### config.mk
export PLATFORM = sky130hd
export DESIGN_NAME = fsbus_flash_arbiter
export DESIGN_NICKNAME = d
export VERILOG_FILES = /design/src/rtl/fsbus_flash_arbiter.sv
export SDC_FILE = /design/constraint.sdc
export NUM_CORES = 1
export LEC_CHECK = 0
export CAP_MARGIN = 20
export CORE_ASPECT_RATIO = 0.5
export CORE_MARGIN = 4
export CORE_UTILIZATION = 40
export DETAILED_ROUTE_END_ITERATION = 16
export PLACE_DENSITY = 0.8
export SYNTH_ARGS = -nofsm -noshare
export SYNTH_HDL_FRONTEND = slang
export SYNTH_SLANG_ARGS = --single-unit
### constraint.sdc
create_clock -name clkin_50 -period 2.2 [get_ports clkin_50]
set_input_delay 0.66 -clock clkin_50 [delete_from_list [all_inputs] [get_ports clkin_50]]
set_output_delay 0.66 -clock clkin_50 [all_outputs]
set_load 0.02 [all_outputs]
### src/rtl/fsbus_flash_arbiter.sv
// Round-robin two-requester arbiter for an asynchronous NOR flash on the
// shared FS bus; the SSRAM sharing the bus is parked deselected.
module fsbus_flash_arbiter #(
  parameter int T_SETUP    = 2,
  parameter int T_ACCESS   = 6,
  parameter int T_HOLD     = 1,
  parameter int RST_CYCLES = 16
) (
  input  logic        clkin_50,
  input  logic        cpu_resetn,
  input  logic        a_req,
  input  logic        a_we,
  input  logic [24:0] a_addr,
  input  logic [31:0] a_wdata,
  output logic        a_ack,
  output logic [31:0] a_rdata,
  input  logic        b_req,
  input  logic        b_we,
  input  logic [24:0] b_addr,
  input  logic [31:0] b_wdata,
  output logic        b_ack,
  output logic [31:0] b_rdata,
  output logic [24:0] fsa,
  output logic [31:0] fsd_o,
  output logic        fsd_oe,
  input  logic [31:0] fsd_i,
  output logic        flash_cen,
  output logic        flash_oen,
  output logic        flash_wen,
  output logic        flash_resetn,
  input  logic        flash_rdybsyn,
  output logic        sram_csn,
  output logic        sram_oen,
  output logic        sram_wen,
  output logic        sram_advn,
  output logic [3:0]  sram_ben,
  output logic        busy
);

  localparam int M1   = (T_SETUP > T_ACCESS) ? T_SETUP : T_ACCESS;
  localparam int M2   = (T_HOLD > RST_CYCLES) ? T_HOLD : RST_CYCLES;
  localparam int MAXC = (M1 > M2) ? M1 : M2;
  localparam int CW   = $clog2(MAXC + 1);

  typedef enum logic [2:0] {
    S_RST,
    S_IDLE,
    S_SETUP,
    S_ACCESS,
    S_HOLD,
    S_TURN
  } state_t;

  state_t        r_state;
  state_t        w_next;
  logic [CW-1:0] r_cnt;
  logic [1:0]    r_sync;
  logic          w_rdy_s;
  logic          r_gnt_b;
  logic          w_gnt_b;
  logic          w_grant;
  logic          r_we;
  logic [24:0]   r_addr;
  logic [31:0]   r_wdata;
  logic [31:0]   r_a_rdata;
  logic [31:0]   r_b_rdata;
  logic          w_xfer;
  logic          w_turn;
  logic          w_capture;

  assign w_rdy_s = r_sync[1];

  always_comb begin
    w_next  = r_state;
    w_grant = 1'b0;
    w_gnt_b = r_gnt_b;
    unique case (r_state)
      S_RST:
        if (r_cnt == CW'(RST_CYCLES - 1)) w_next = S_IDLE;
      S_IDLE:
        if (w_rdy_s && (a_req || b_req)) begin
          w_grant = 1'b1;
          // r_gnt_b doubles as last-grant: B wins only if A idle or A went last
          w_gnt_b = b_req && (!a_req || !r_gnt_b);
          w_next  = S_SETUP;
        end
      S_SETUP:
        if (r_cnt == CW'(T_SETUP - 1)) w_next = S_ACCESS;
      S_ACCESS:
        if (r_cnt == CW'(T_ACCESS - 1)) w_next = S_HOLD;
      S_HOLD:
        if (r_cnt == CW'(T_HOLD - 1)) w_next = S_TURN;
      S_TURN:
        w_next = S_IDLE;
      default:
        w_next = S_RST;
    endcase
  end

  assign w_capture = (r_state == S_ACCESS) && (w_next == S_HOLD);

  always_ff @(posedge clkin_50) begin
    if (!cpu_resetn) begin
      r_state   <= S_RST;
      r_cnt     <= '0;
      r_sync    <= '0;
      r_gnt_b   <= 1'b1;
      r_we      <= 1'b0;
      r_addr    <= '0;
      r_wdata   <= '0;
      r_a_rdata <= '0;
      r_b_rdata <= '0;
    end else begin
      r_state <= w_next;
      r_sync  <= {r_sync[0], flash_rdybsyn};
      if (w_next != r_state || r_state == S_IDLE) begin
        r_cnt <= '0;
      end else begin
        r_cnt <= r_cnt + CW'(1);
      end
      if (w_grant) begin
        r_gnt_b <= w_gnt_b;
        r_we    <= w_gnt_b ? b_we : a_we;
        r_addr  <= w_gnt_b ? b_addr : a_addr;
        r_wdata <= w_gnt_b ? b_wdata : a_wdata;
      end
      if (w_capture && r_gnt_b) r_b_rdata <= fsd_i;
      if (w_capture && !r_gnt_b) r_a_rdata <= fsd_i;
    end
  end

  assign w_xfer = (r_state == S_SETUP) ||
                  (r_state == S_ACCESS) ||
                  (r_state == S_HOLD);
  assign w_turn = (r_state == S_TURN);

  assign fsa          = r_addr;
  assign fsd_o        = r_wdata;
  assign fsd_oe       = w_xfer && r_we;
  assign flash_cen    = !w_xfer;
  assign flash_oen    = !((r_state == S_ACCESS) && !r_we);
  assign flash_wen    = !((r_state == S_ACCESS) && r_we);
  assign flash_resetn = (r_state != S_RST);
  assign busy         = w_xfer || w_turn;
  assign a_ack        = w_turn && !r_gnt_b;
  assign b_ack        = w_turn && r_gnt_b;
  assign a_rdata      = r_a_rdata;
  assign b_rdata      = r_b_rdata;

  assign sram_csn  = 1'b1;
  assign sram_oen  = 1'b1;
  assign sram_wen  = 1'b1;
  assign sram_advn = 1'b1;
  assign sram_ben  = 4'hF;

endmodule
# Word-level counts from Yosys, hierarchy flattened
# Index checks and enable logic that the tools add are counted.
dict set report word_totals {
  register_bits 133
  inputBits 153
  out_inout_bits 137
  elab_cells 60
}
dict set report op_classes {
  addsub 1
  eq_ne 10
  muxes 13
  n_bitwise 1
  n_reduce_logical 26
}
# op count
set op_table {}
lappend op_table {{2-to-1 mux 32 bit} 1}
lappend op_table {{2-to-1 mux 25 bit} 1}
lappend op_table {{one-hot mux 3 bit (6 select lines)} 1}
lappend op_table {{2-to-1 mux 3 bit} 5}
lappend op_table {{logical AND 1 bit} 10}
lappend op_table {{== test 3 bit (second input constant)} 3}
lappend op_table {{== test 3 x 2 -> 1 bit (second input constant)} 2}
lappend op_table {{zero test 1 bit} 6}
lappend op_table {{logical OR 1 bit} 6}
lappend op_table {{adder 5 x 1 -> 5 bit (second input constant)} 1}
lappend op_table {{== test 5 x 1 -> 1 bit (second input constant)} 1}
lappend op_table {{== test 5 x 3 -> 1 bit (second input constant)} 1}
lappend op_table {{== test 5 x 4 -> 1 bit (second input constant)} 1}
lappend op_table {{zero test 5 bit} 1}
lappend op_table {{2-to-1 mux 1 bit} 5}
lappend op_table {{== test 3 x 1 -> 1 bit (second input constant)} 1}
lappend op_table {{zero test 3 bit} 1}
lappend op_table {{inequality test 3 bit} 1}
lappend op_table {{nonzero test 3 bit} 1}
lappend op_table {{OR reduction 2 bit} 1}
lappend op_table {{inverter 1 bit} 1}

# Depth between registers and ports, before layout
# Gate-level depths: netlist of the first run.
dict set report logic_depth {
  depth_word 7
  depth_mapped 8
  ltp_nobuf 6
}

# Worst setup path after synthesis of the first run
# No wires, ideal clock.
dict set report synth_path {
  path_type {flip-flop to output port}
  from {reg r_state[2]}
  to {out fsd_oe}
  arrival_time_ns 1.364
  required_ns 1.540
  slack_ns 0.176
  stages_incl_launch_ff 4
  path_buffers 1
  path_cell_list {dfxtp_1 -> clkbuf_1 -> mux2i_1 -> nor2b_1}
}
dict set report synth_via {
  elab_chain_len 4
  word_cells_on_any_way 6
  cone_classes {eq/ne: 3; reduce/logical: 3}
}
# item line
set synth_rtl {}
lappend synth_rtl {{from (decl)} 54} ;# state_t r_state;
lappend synth_rtl {{from (signal assigned)} 114} ;# r_state <= w_next;
lappend synth_rtl {{== test 3 x 2 -> 1 bit (on tied branches)} {132, 133}}
lappend synth_rtl {{logical OR 1 bit} 132} ;# assign w_xfer = (r_state == S_SETUP) ||
lappend synth_rtl {{logical OR 1 bit *} 133} ;# (r_state == S_ACCESS) ||
lappend synth_rtl {{logical AND 1 bit *} 139} ;# assign fsd_oe = w_xfer && r_we;
lappend synth_rtl {{to (decl)} 25} ;# output logic fsd_oe,
# Every way passes the cells marked *; elsewhere a longest branch is shown, timed or not.

# Worst setup path in the final report of the first run
dict set report layout_path {
  from {reg r_state[1]}
  to {out flash_resetn}
}
dict set report layout_via {
  elab_chain_len 1
}
# item line
set layout_rtl {}
lappend layout_rtl {{nonzero test 3 bit} 143} ;# assign flash_resetn = (r_state != S_RST);
lappend layout_rtl {{to (decl)} 30} ;# output logic flash_resetn,
# No other way between the ends.

==> results of run 1 <==
[cells by family after synthesis]
| kind of cell | count (synthesis) | synth area share (%) |
|---|---|---|
| xor+xnor | 3 | 0.454 |
| compound gates | 137 | 20.2 |
| other cells | 1 | 0.0648 |
| mux | 60 | 10.4 |
| fa+ha+maj | 4 | 0.865 |
| simple gates | 223 | 15.8 |
| buf+inv | 62 | 6.16 |
| flops | 133 | 46.0 |
[power by group through the flow]
stage	clock, mW	sequential (mW)	combinational [mW]
after floorplan	0	2.47	0.182
after global placement	0	2.47	0.480
final	2.69	2.42	0.482
after detailed placement	0	2.47	0.481
after global routing	2.86	2.42	0.516
after CTS	2.74	2.42	0.484
[Yosys cell counts, drive strengths merged]
master   number
nand2       191
dfxtp       133
a21boi       65
mux2i        60
o211a        58
buf          36
clkbuf       23
nor2          7
and3          4
ha            4
nor2b         4
a21oi         3
a22oi         3
inv           3
nand3         3
nand3b        3
o21ai         3
and2          2
nor3          2
o21a          2
or3           2
xor2          2
a2111o        1
a211oi        1
a21bo         1
and3b         1
and4bb        1
conb          1
nand2b        1
nand4bb       1
nor3b         1
xnor2         1
[stage by stage]
step	setup TNS, ns	utilization [%]
2_1_floorplan	0	-
3_3_place_gp	-0.112	63.4
3_5_place_dp	-1.16	63.4
4_1_cts	0	67.3
5_1_grt	0	67.3
6_report	0	67.3
[sequential cells by signal, summed over array words and instances (netlist names)]
register / count
a_rdata: 32
b_rdata: 32
fsa: 25
fsd_o: 32
r_cnt: 5
r_gnt_b: 1
r_state: 3
r_sync: 2
r_we: 1
[layout make-up]
cell class / count / area (um2)
timing repair buffer: 304 / 3030
multi-input combinational: 435 / 2820
inverter: 3 / 11.3
fill: 1122 / 4530
tap: 192 / 240
clock buffer: 19 / 433
clock inverter: 13 / 124
sequential: 133 / 2660
[worst max path at each step]
| stage | start | to | slack (ns) | cells past startpoint |
|---|---|---|---|---|
| detailed placement | b_req | fsa[12] | -0.06 | 6 |
| floorplan | r_state[2] | fsd_oe | 0.18 | 3 |
| finish | r_state[1] | flash_resetn | 0.08 | 3 |
| CTS | r_state[1] | fsd_oe | 0.02 | 4 |
| global route | r_state[0] | a_ack | 0.002 | 4 |
| global placement | b_req | fsa[4] | -0.02 | 6 |
[worst max-delay path, cell delays in order (launching register included)]
cell and delay [ns]:
sky130_fd_sc_hd__dfxtp_1 0.36, sky130_fd_sc_hd__buf_4 0.18, sky130_fd_sc_hd__or3_1 0.35, sky130_fd_sc_hd__buf_2 0.17
[routing by layer]
metal  track usage, %  share of wire [%]  vias to the layer above
li1                 -                  -                     2655
met1             22.7                 41                     2493
met2             36.8                 51                      158
met3             4.81                6.4                       20
met4             6.50                1.8                        0
met5                0                  0                        -
[what timing repair did]
item                       in CTS  in global routing
setup endpoints to repair       8                  4
cloned                          0                  0
hold endpoints to repair        0                  0
resized for setup              16                  6
==> impl_summary.md, run 1 <==
STA
Timing would allow up to about 470 MHz. The minimum setup slack in the final design is roughly 0.079 ns. The clock period could shrink to about 2.1 ns. The final count of negative-setup-slack endpoints is 0. Across all hold checks on the routed design, the worst slack comes to between 0.4 and 0.5 ns. The clock arrives with 0.0190 ns of skew. Setup repair after global routing left no endpoint under its margin. The count of endpoints failing hold in the final timing report is 0.

Of the available clock period, the critical path in the final layout requires a little over nine tenths. The max-slew violation total from the final report is 0.

Cells and area
The number of standard cells in the final layout excluding fillers is approximately 1100. Relative to the synthesized area, the layout overhead comes to 61.1%. The final-stage net count is approximately 1100. The most common library cell in the layout ignoring fill and taps is sky130_fd_sc_hd__clkdlybuf4s50_1. The fraction of final layout cells sized beyond drive strength 1 is under 10%.

The number of inserted diodes is 0. With fillers left out, the area of the finished cells amounts to just over 9000 um2. The library cells used most frequently in the layout, excluding fill and tap cells, are sky130_fd_sc_hd__clkdlybuf4s50_1, sky130_fd_sc_hd__nand2_1, sky130_fd_sc_hd__dfxtp_1.

Global routing
The initial antenna violation count is 0. Global routing used roughly 20% of the available tracks across all layers. The maximum number of pins on one net before global-route repair is 46. The residual overflow from global routing is 0. The first-pass GRT wire length is around 27000 um.

The number of global-route vias before repair is ~5200.

Power and ir drop
For this design the total switching power over the nets is about 1.3 mW. The completed layout was analyzed and its total power is 5.59 mW. In this run the power density over the cells is roughly 600 nW/um2. The clock power share is 48.1%.

Internal power comes to 4.31 mW. The worst-case vdd ir drop is 527 uV. The switching power share of the total is between 20% and 30%. The cell leakage power is between 4 and 5 nW. In this run, the combinational gates consume 8.6% of the power. The share of power burned in registers is roughly 43%.

Detailed routing
The wire length after detailed routing is ~17000 um. The number of violations reported at the end of detailed-routing iteration 0 is between 150 and 200. The wire length per cell after detailed routing is 15.6 um. The count of unresolved DRC violations after routing is 0. For this block, the via count after detailed routing is around 5300. In the routed layout, each cell is associated on average with a via count of just under 5.

The number of detailed-route iterations in the first pass is 5. The detail route stage leaves a number of antenna-violating nets equal to 0.

Floorplan
For this configuration, the core starts out at a cell density of 41.8%. The floorplan step defined a die boundary enclosing roughly 17000 um2. In this run the vertical extent of the chip is ~93 um. The floorplan step defined a core boundary enclosing roughly 14000 um2. The width of the die is 178 um.

between 200 and 300 I/O pins were placed. The placement row count is 30.

Critical path
The element type at the critical path end is an output pin. The beginning of the worst register-to-register path is r_state[2]. The sort of element at the start of the critical path is a register.

Of all nets on the critical path, the largest fanout is 7. The data arrival time at the worst-slack endpoint is 1.46 ns. The terminus of the critical flop-to-flop path is a_rdata[5]. By startpoint and endpoint, the worst setup path is classified as register to output pin. The cell count of the worst reg-to-reg path is 7. The minimum setup slack among reg-to-reg paths is about 0.35 ns. For the worst setup path, the data required time is ~1.5 ns.

Hold path
The class of the tightest hold or removal check is register to register. The startpoint of the tightest hold check path is r_sync[0]. The worst hold path terminates at r_sync[1]. Counting instances, the worst hold path has a depth of 1.

Logic synthesis
In this run the biggest area consumer among cell types represents approximately 46% of the synthesized area. Summing the sequential cell areas from Yosys gives 46.0% of the chip area. In this run the cell area of the synthesized design comes to slightly below 6000 um2. During synthesis, Yosys emitted a total of 0 warnings. After synthesis, the netlist uses 39 different library cells.

The biggest area contributor in the post-synthesis netlist is sky130_fd_sc_hd__dfxtp_1. Sorting the synthesized cells by area gives the leading types as sky130_fd_sc_hd__dfxtp_1, sky130_fd_sc_hd__nand2_1, sky130_fd_sc_hd__mux2i_1. Synthesis produced 623 cells. The average instance area after synthesis is ~9.3 um2. The number of synthesized register bits is approximately 130.

Placement
The final weighted congestion in routability-driven placement is 0.809. After legalization and detailed placement, the total HPWL measured 12700 um. The placed instances occupy a cell area of approximately 8800 um2. The worst slack at placement is -0.0620 ns. The number of placed instances, taps included, is roughly 1100. Port buffering added 281 buffers.

Clock network
The maximum level of the CTS H-tree is 4. Clock tree synthesis selected as its root buffer the cell sky130_fd_sc_hd__clkbuf_16. The longest clock path from root to sink contains 2 buffers. TritonCTS built the clock tree. Clock-pin slew was measured on the worst setup and hold paths at approximately 0.060 ns. The number of hold buffers added after CTS was 0. Clock latency on the worst-skew pair, taken at its later pin, is around 0.41 ns. The number of setup buffers added after CTS is 0. In this run, CTS created clock tree buffers numbering 17. The clock drives between 100 and 150 sinks.

Run
The max-capacitance violation count is 0.

Status
The flow ran to the end, and the final reports show no timing, DRC or antenna violations.
Power figures use the tool's default switching activity.
==> inputs of run 2 (changes only) <==
Settings changed: CORE_UTILIZATION 40 to 44, PLACE_DENSITY 0.8 to 0.87.
Clock period 2.2 ns to 2.5 ns, I/O delays scaled along.
==> run 2 against run 1 <==
Clock skew down 0.0092 ns. Global-route usage rose by 2.2 points. Core utilization up 6.1 points. Flip-flop and latch count unchanged. Worst hold slack better by 0.0016 ns. Register-to-register slack gained 0.40 ns. Clock power shrank 9.3%. Routed wire length rose by 2.0%. Final cell count decreased by 1.7%. Die area is 8.5% lower. Sequential share of layout area is 0.14 points lower. Cell area increased by 0.55%. Critical path type unchanged. Largest power group unchanged.
==> impl_summary.md, run 2 (synthesis results as in run 1) <==
Status
The flow ran to the end, and the final reports show no timing, DRC or antenna violations.

STA
Timing would allow up to 419 MHz. The count of endpoints failing hold in the final timing report came to 0 (unchanged). Setup repair after global routing left no endpoint under its margin. The worst clock skew is 0.00986 ns (-0.00917 ns). The portion of the clock cycle consumed by the worst path in the final layout is roughly 95%. The accumulated negative setup slack is 0 ns (unchanged). The time the final worst path needs with I/O delays and setup is 2.39 ns.

The final worst hold slack is 0.440 ns (+0.00157 ns). The max-slew violation total from the final report is 0 (unchanged). The final count of negative-setup-slack endpoints is 0 (unchanged).

Cells and area
The area growth from synthesis to final layout is 61.9%. The area of combinational cells with multiple inputs is 2820 um2 (about the same). The count of filler cells inserted in the layout is 959 (-15%). The area of all sequential standard cells was 2670 um2 (about the same).

The number of inserted diodes is 0 (unchanged). Leaving out fill and tap cells, the most frequent cell in the layout is sky130_fd_sc_hd__clkdlybuf4s50_1. In the layout the commonest cells are sky130_fd_sc_hd__clkdlybuf4s50_1, sky130_fd_sc_hd__nand2_1, sky130_fd_sc_hd__dfxtp_1. The cell area after layout is 9370 um2 (+0.55%). The final-stage net count is 1055 (+0.38%).

The fraction of final layout cells sized beyond drive strength 1 is 7.36% (+0.086 points).

Clock network
The maximum level of the CTS H-tree came to 4 (unchanged). The total clock buffers created by CTS is 17 (unchanged). The post-CTS setup buffer count is 0 (unchanged). The tree is rooted in a sky130_fd_sc_hd__clkbuf_16.

The clock sink count was 133 (unchanged). The clock transition time at the flip-flop clock pins of the worst setup and hold paths came to 0.06 ns (about the same). The maximum count of clock buffers along a single path was 2 (unchanged). TritonCTS built the clock tree. The clock latency on the worst-skew pair came to 0.40 ns (about the same).

Detailed routing
The number of detailed-route iterations in the first pass came to 4 (-1). The total number of vias was 5413 (+1.6%). The met1 routed wirelength after detailed routing is 6850 um (-3.2%). The routed length on met3 was 1110 um (+1.2%). The average vias per placed instance is 5.01 (+3.4%). The highest layer used for signal routing is met4. The wire length after detailed routing came to 17500 um (+2.0%). The wire length per cell after detailed routing was 16.2 um (+3.8%). The count of unresolved DRC violations after routing was 0 (unchanged). The post-detailed-route count of antenna-violating nets was 0 (unchanged). The number of violations reported at the end of detailed-routing iteration 0 is 293 (+58%). The met2 wirelength from detailed routing is 9170 um (+5.4%).

Critical path
The startpoint of the most critical setup path is r_state[2]. The peak per-stage delay on the critical path was 0.37 ns (about the same). The sum of buffers and inverters on the critical path is 2 (unchanged). The element type at the critical path end is an output pin.

The type of the worst setup path is register to output pin. The required time of the critical path is 1.75 ns (+0.21 ns). The top cell family by delay on the critical path is buffers and inverters. The signal on the critical path passes through buf_4 > or3_1 > dlygate4sd2_1. The worst setup path is launched from a register. The cell count of the worst reg-to-reg path was 6 (-1). The beginning of the worst register-to-register path is r_cnt[0]. The slowest library cell on the worst path is sky130_fd_sc_hd__dfxtp_2. In this run the critical register-to-register path is captured at a_rdata[21]. The minimum setup slack among reg-to-reg paths is 0.75 ns (+0.40 ns). The maximum fanout encountered on the critical timing path is 9 (+2). The data arrival time at the worst-slack endpoint is 1.64 ns (+0.18 ns).

Placement
The post-detailed-placement cell area is 8790 um2 (+0.17%). The count of input and output buffers is 281 (unchanged). The HPWL after detailed placement is 13000 um (+2.5%). The final weighted congestion in routability-driven placement was 0.822 (+1.7%).

Global routing
The maximum number of pins on one net before global-route repair is 130 (+180%). The first-pass GRT wire length is 26900 um (+1.2%). The number of global-route vias before repair is 5384 (+3.2%). The initial antenna violation count is 0 (unchanged). The residual overflow from global routing is 0 (unchanged). The total global-route track usage is 22.1% (+2.2 points).

Floorplan
The initial core utilization is 45.3% (+3.5 points). The overall die height is 89.1 um (-4.3%). The number of ports placed on the die boundary was 290 (unchanged). The total core area is 12800 um2 (-7.8%). The width of the die is 170 um (-4.4%). The placement row count is 29 (-3.3%). The full die area is 15200 um2 (-8.5%).

Hold path
The hold-critical path endpoint is r_sync[1]. The cell depth of the worst hold path was 1 (unchanged). The startpoint identified for the worst hold timing path is r_sync[0]. The class of the tightest hold or removal check is register to register.

Power and ir drop
The total power divided by cell area was 535 nW/um2 (-11%). The cell leakage power is 4.10 nW (+1.1%). The worst-case vdd ir drop was 397 uV (-25%).

Run
The max-capacitance violation count is 0 (unchanged).
-- run 2: worst reg2reg max path, cell delays in order, from the launching register on --
cell and delay (ns):
sky130_fd_sc_hd__dfxtp_1 0.40, sky130_fd_sc_hd__ha_1 0.22, sky130_fd_sc_hd__nand4bb_1 0.22, sky130_fd_sc_hd__or3_1 0.36, sky130_fd_sc_hd__buf_4 0.25, sky130_fd_sc_hd__nand2_1 0.14, sky130_fd_sc_hd__a21boi_1 0.07
-- run 2: final cells by class --
class	instances	area share [%]
Timing Repair Buffer	308	32.9
Multi-Input combinational cell	435	30.1
Sequential cell	133	28.4
Clock buffer	20	4.87
Tap cell	170	2.27
Clock inverter	11	1.36
Inverter	3	0.120
-- run 2: layer usage --
layer,vias up,global-route usage (%)
li1,2655,-
met1,2576,24.1
met2,158,42.4
met3,24,5.39
met4,0,8.41
met5,-,0
-- run 2: worst max path at each step --
stage,endpoint,slack (ns),cells after the start
after floorplan,fsd_oe,0.39,3
after global placement,fsd_o[5],0.13,6
after detailed placement,fsd_o[12],0.1,7
after CTS,a_ack,0.06,4
after global routing,flash_wen,0.02,4
final,flash_resetn,0.11,3
-- run 2: through the flow --
| stage | cells | total power [mW] | setup WS [ns] | util [%] |
|---|---|---|---|---|
| 2_1_floorplan | 630 | 2.34 | 0.386 | - |
| 3_3_place_gp | 1049 | 2.62 | 0.132 | 68.8 |
| 3_5_place_dp | 1049 | 2.62 | 0.0987 | 68.8 |
| 4_1_cts | 1080 | 5.06 | 0.0557 | 73.3 |
| 5_1_grt | 1080 | 5.20 | 0.0159 | 73.4 |
| 6_report | 1080 | 5.02 | 0.115 | 73.4 |
-- run 2: what timing repair did --
item	in CTS	in global routing
gates cloned	0	0
resized for setup	8	2
setup endpoints to repair	7	1
hold buffers	0	0
-- run 2: where the power goes --
part,total (mW),switching (mW),internal (mW),leakage [nW]
Sequential,2.13,0.00562,2.13,1.07
Combinational,0.444,0.145,0.299,2.75
Clock,2.44,0.922,1.52,0.278
==> inputs of run 3 (changes only) <==
Settings changed: TNS_END_PERCENT set to 100.
==> results of run 3 <==
The final DEF is identical to that of run 2; final timing and power are the same.
